==> config.mk <==
export PLATFORM = sky130hd
export DESIGN_NAME = pipe_sequencer
export DESIGN_NICKNAME = d
export VERILOG_FILES = /design/src/rtl/pipe_sequencer.sv
export SDC_FILE = /design/constraint.sdc
export NUM_CORES = 1
export LEC_CHECK = 0
export CAP_MARGIN = 20
export CORE_UTILIZATION = 35
export DETAILED_ROUTE_END_ITERATION = 7
export GPL_TIMING_DRIVEN = 0
export PLACE_DENSITY = 0.72
export RECOVER_POWER = 100
export SYNTH_ARGS = -nofsm -noshare
export SYNTH_HDL_FRONTEND = slang
export SYNTH_SLANG_ARGS = --single-unit
==> constraint.sdc <==
create_clock -name clk -period 2 [get_ports clk]
set_input_delay 0.3 -clock clk [delete_from_list [all_inputs] [get_ports clk]]
set_output_delay 0.3 -clock clk [all_outputs]
set_load 0.03 [all_outputs]
==> src/rtl/pipe_sequencer.sv <==
// pipe_sequencer: merges load-use/branch hazards with mul/div occupancy and halt drain
// into F/D/E stall and D/E/M flush controls for the 5-stage pipeline.
module pipe_sequencer #(
  parameter int MD_LATENCY = 4,
  parameter int CNT_W = 4
) (
  input  logic clk,
  input  logic rst,
  input  logic lwReq,
  input  logic pcSrcE,
  input  logic mdE,
  input  logic haltReq,
  input  logic resumeReq,
  output logic stalF,
  output logic stalD,
  output logic stalE,
  output logic flushD,
  output logic flushE,
  output logic flushM,
  output logic mdBusy,
  output logic mdDone,
  output logic halted
);
  typedef enum logic [1:0] {RUN, MD, DRAIN, HALT} state_t;
  state_t r_state;
  logic [CNT_W-1:0] r_cnt;
  logic w_run, w_br, w_md, w_lw, w_hr, w_mds, w_mdz, w_dh;
  assign w_run = r_state == RUN;
  assign w_br  = w_run & pcSrcE;
  assign w_md  = w_run & ~pcSrcE & mdE;
  assign w_lw  = w_run & ~pcSrcE & ~mdE & lwReq;
  assign w_hr  = w_run & ~pcSrcE & ~mdE & ~lwReq & haltReq;
  assign w_mds = (r_state == MD) & (r_cnt != '0);
  assign w_mdz = (r_state == MD) & (r_cnt == '0);
  assign w_dh  = (r_state == DRAIN) | (r_state == HALT);
  // Outputs are Mealy and forced low while reset is held.
  assign stalF  = ~rst & (w_md | w_lw | w_hr | w_mds | w_dh);
  assign stalD  = ~rst & (w_md | w_lw | w_mds);
  assign stalE  = ~rst & (w_md | w_mds);
  assign flushD = ~rst & (w_br | w_hr | w_dh);
  assign flushE = ~rst & (w_br | w_lw | w_hr | w_dh);
  assign flushM = ~rst & (w_md | w_mds);
  assign mdBusy = ~rst & (r_state == MD);
  assign mdDone = ~rst & w_mdz;
  assign halted = ~rst & (r_state == HALT);
  always_ff @(posedge clk or posedge rst) begin
    if (rst) begin
      r_state <= RUN;
      r_cnt   <= '0;
    end else begin
      case (r_state)
        RUN: begin
          if (w_md) begin
            r_state <= MD;
            r_cnt   <= CNT_W'(MD_LATENCY - 2);
          end else if (w_hr) begin
            r_state <= DRAIN;
            r_cnt   <= CNT_W'(3);
          end
        end
        MD: begin
          if (w_mdz) r_state <= RUN;
          else r_cnt <= r_cnt - 1'b1;
        end
        DRAIN: begin
          r_cnt <= r_cnt - 1'b1;
          if (r_cnt == CNT_W'(1)) r_state <= HALT;
        end
        HALT: if (resumeReq) r_state <= RUN;
        default: r_state <= RUN;
      endcase
    end
  end
endmodule

# --- Word level (Yosys, flattened, before mapping) ---
# Cells that the tools add are included.
classes:
  addsub: 1
  eq_ne: 9
  muxes: 10
  n_bitwise: 33
  reduce_logical: 6
ops:
  columns: ["cell", "count"]
  rows:
  - ["$and A1 B1 Y1", 17]
  - ["$mux W4", 3]
  - ["$or A1 B1 Y1", 12]
  - ["$pmux W4 S3", 1]
  - ["$mux W2", 5]
  - ["$pmux W2 S4", 1]
  - ["$ne A2 B2 Y1 const B", 3]
  - ["$eq A2 B2 Y1 const B", 2]
  - ["$eq A4 B1 Y1 const B", 1]
  - ["$logic_not A4 Y1", 1]
  - ["$not A1 Y1", 4]
  - ["$reduce_and A4 Y1", 1]
  - ["$reduce_bool A4 Y1", 1]
  - ["$sub A4 B1 Y4 const B", 1]
  - ["$ne A3 B1 Y1 const B", 1]
  - ["$reduce_and A3 Y1", 1]
  - ["$reduce_bool A3 Y1", 1]
  - ["$eq A2 B1 Y1 const B", 1]
  - ["$logic_not A2 Y1", 1]
  - ["$ne A2 B1 Y1 const B", 1]
totals:
  register_bits: 6
  out_inout_bits: 9
  word_cells: 61

# --- Logic depth before layout (Yosys ltp) ---
logic_depth:
  word_depth: 9
  ltp_mapped: 6

# --- Worst setup path before layout ---
# OpenSTA, ideal clock, no wires.
synth_timing:
  kind: "reg2out"
  start: "reg r_state[0]"
  end: "out flushE"
  arrival_time_ps: 2028
  path_slack_ps: -328
  stages_incl_launch_ff: 7
  n_path_buf: 0
  path_cell_list: "dfrtp_1 > inv_1 > ha_1 > nor3b_1 > a211oi_1 > a21oi_1 > a31o_1"
synth_between:
  elab_chain_len: 8
  word_cells_on_any_way: 14
  cone_classes: "eq/ne (2); bitwise (11); reduce/logical (1)"
synth_rtl:
  columns: ["element", "line", "rtl"]
  rows:
  - ["start: declaration", "25", "state_t r_state;"]
  - ["start signal: assignment", "48", "r_state <= RUN;"]
  - ["start signal: assignment", "54", "r_state <= MD;"]
  - ["start signal: assignment", "57", "r_state <= DRAIN;"]
  - ["$logic_not A2 Y1", "28", "assign w_run = r_state == RUN;"]
  - ["$and A1 B1 Y1 (2 in series)", "31, 32", null]
  - ["$and A1 B1 Y1 (on tied branches)", "31, 32", null]
  - ["$or A1 B1 Y1 / $and A1 B1 Y1 (equally long branches)", "41, 32", null]
  - ["$or A1 B1 Y1", "41", "assign flushE = ~rst & (w_br | w_lw | w_hr | w_dh);"]
  - ["$or A1 B1 Y1 (*)", "41", null]
  - ["$and A1 B1 Y1 (*)", "41", null]
  - ["end: declaration", "18", "output logic flushE,"]
# Every way passes the cells marked *; elsewhere a longest branch is shown, timed or not.

# --- Worst setup path in the final report ---
layout_timing:
  start: "reg r_state[1]"
  end: "out flushE"
# Same word-level chain as after synthesis.

==> flow_summary_export.csv <==
group,metric,value,unit
final_layout,fillers,113,
clock_network,clkSinkCount,6,
sta,hold_viol,0,
place,dp_hpwl,934,um
sta,rsz0062_at_grt,"true",
clock_network,cts-root-buf,"clkbuf_4",
outcome,violations,"setup timing",
logic_synthesis,seq_area_frac_synth,27.1,%
logic_synthesis,syn_area,553,sq um
clock_network,cts_buffers,3,
logic_synthesis,ys_ff_latch,6,
power_and_ir_drop,peakVddDrop,951,uV
worst_setup_path,cp_data_arrival_time,1790,ps
global_route,grt_antenna_before_repair,0,
power_and_ir_drop,p_per_area,1560,nW/um^2
global_route,grt_pass1_wl,2150,um
logic_synthesis,synth_xor_area_share,0,%
sta,drv_slew,0,
final_layout,drive_above_1_share,38.3,%
route,drt.antenna.violating_nets,0,
route,routed_wl,1480,um
logic_synthesis,synth_flop_cell,"dfrtp_1",
worst_setup_path,worst-setup-path-type,"register to primary output",
global_route,track_usage,15.9,%
logic_synthesis,yosysMostFrequentCell,"inv_1",
logic_synthesis,yosysTopAreaCell,"dfrtp_1",
route,vias_per_cell,5.42,
logic_synthesis,synth_nets,77,
outcome,outcome,"complete, but fails checks",
worst_setup_path,worstPathRequired,1700,ps
floorplanning,start_util,40.0,%
sta,skew,4.51,ps
worst_setup_path,cp-start-kind,"register",
final_layout,fin_util,64.2,%
logic_synthesis,async_reset_ff_share,100,%
sta,finalSetupViolations,4,
place,place_area,739,sq um
route,num_vias,591,
floorplanning,coreArea,1380,sq um
sta,finalWorstSetupSlack,-94.6,ps
final_layout,diodes,0,
global_route,grt_max_degree,9,
final_layout,multi_input_area,439,sq um
sta,finalCritPeriodShare,105,%
floorplanning,die_area,1740,sq um
route,post_drt_wl_per_cell,13.6,um
logic_synthesis,ys_top_cells_by_count,"7 x inv_1, 6 x dfrtp_1, 6 x ha_1",
logic_synthesis,syn_area_per_cell,8.64,sq um
sta,worstMarginPinSlew,378,ps
clock_network,clk_pin_slew,50,ps
route,dr.pass1.iters,4,
flow_run,cap_violations,0,
sta,clock.fmax,477,MHz
final_layout,fin_area,887,sq um
global_route,grt_overflow,0,
logic_synthesis,synth_warnings,0,
worst_setup_path,path_max_fanout,6,
hold_path,hp-class,"input pin to asynchronous set/reset pin",
clock_network,clock_latency,240,ps
place,gp_congestion,0.811,
logic_synthesis,synth_simple_gate_area_share,27.4,%
clock_network,cts_tree,"built",
logic_synthesis,synth_top_family_by_area,"simple AND/OR/NAND/NOR gates",
worst_setup_path,end_kind,"primary output",
final_layout,layout.nets,109,
logic_synthesis,synth_compound_area_share,21.9,%
floorplanning,die_h,41.8,um
clock_network,cts_hold_buf,0,
place,port_buffers,15,
global_route,grt_pass1_vias,543,
route,drt_iter0_markers,6,
sta,slew_headroom,74.6,%
logic_synthesis,synth.mux.area_fraction,3.85,%
floorplanning,num_io_pins,16,
logic_synthesis,synthAdderAreaFrac,13.6,%
logic_synthesis,synth_top_area_share,27.1,%
final_layout,register_area,150,sq um
place,dp.cells,94,
floorplanning,rows,13,
route,drc,0,
logic_synthesis,syn_inst,64,
clock_network,cts_buffer_depth,2,
logic_synthesis,synth.distinct_cells,28,
floorplanning,fp.dieW,41.8,um
clock_network,cts_max_level,1,
power_and_ir_drop,total_power,0.00138,W
final_layout,syn2layout_area_growth,60.4,%
final_layout,instances_no_fill,109,
power_and_ir_drop,p_leak,0.408,nW
logic_synthesis,synth_edf_count,0,
logic_synthesis,synth_area_leaders,"dfrtp_1 27%, ha_1 14%, nand3b_1 6.8%",
sta,period_minus_slack,2090,ps
## layout by cell type (no fill, tap or decap), drive strengths merged, types with 2 or more instances in the layout
cell           count
o31ai              2
nand3b             5
clkdlybuf4s50      6
o21ai              4
a21oi              3
o211ai             2
clkbuf             5
inv                7
nand2              3
nor3               2
nor2b              3
nor2               5
dfrtp              6
ha                 6
or3b               2
buf               19
## registers in the layout, summed over array words and instances, names as in the netlist
register  flops
r_state       2
r_cnt         4
## final cells by class
cell class	count	share of cell area, %
tap	15	2.12
sequential	6	16.9
buffer	1	0.846
timing repair buffer	27	25.1
inverter	7	2.96
clock buffer	3	2.54
multi-input combinational	50	49.5
## report_power, final
part	switching [W]	leakage [nW]	internal, W	total (W)
logic	0.000526	0.321	0.000523	0.00105
registers	0.0000451	0.0726	0.000176	0.000221
clock network	0.0000434	0.0138	0.0000679	0.000111
## what timing repair did
| item | CTS | global route |
|---|---|---|
| setup endpoints to repair | 10 | 10 |
| buffers inserted | 7 | 5 |
| pin swaps | 5 | 4 |
| gates resized for setup | 53 | 13 |
## critical path, cell delays in order (launching register included)
cell,delay [ps]
dfrtp_1,390
inv_2,70
ha_4,170
nor3b_4,150
a211oi_2,300
a21oi_2,110
a31o_4,210
buf_6,130
## worst paths after layout
path	cells after the start	slack (ps)	from	to
min	2	530	rst	r_cnt[2]$_DFFE_PP0P_
max in group asynchronous	2	1220	rst	r_state[0]$_DFFE_PP0P_
min in group clk	2	620	r_cnt[1]$_DFFE_PP0P_	r_cnt[1]$_DFFE_PP0P_
max reg2reg	7	40	r_cnt[0]$_DFFE_PP0P_	r_cnt[1]$_DFFE_PP0P_
min reg2reg	2	620	r_cnt[1]$_DFFE_PP0P_	r_cnt[1]$_DFFE_PP0P_
max	7	-90	r_state[1]$_DFFE_PP0P_	flushE
## layer usage
| layer | wire length (um) | share of wire, % | track usage, % | vias up |
|---|---|---|---|---|
| li1 | - | - | - | 293 |
| met3 | 85 | 5.7 | 4.78 | 2 |
| met5 | 0 | 0 | 0 | - |
| met4 | 7 | 0.47 | 8.39 | 0 |
| met1 | 618 | 42 | 16.7 | 277 |
| met2 | 771 | 52 | 28.1 | 19 |
## kinds of logic (layout without fill, tap and decap cells)
group,after synthesis,after routing
compound gates,17,17
fa+ha+maj,6,6
buf+inv,8,38
flops,6,6
mux,2,2
simple gates,25,25
## through the flow
step / setup slack, ps / hold slack (ps) / TNS, ps
finish: -94.6 / 531 / -216
global route: -185 / 544 / -889
CTS: -73.8 / 513 / -103
detailed placement: -472 / 516 / -2680
global placement: -457 / 508 / -2560
floorplan: 27.4 / 114 / 0
(Power assumes the default switching activity.)
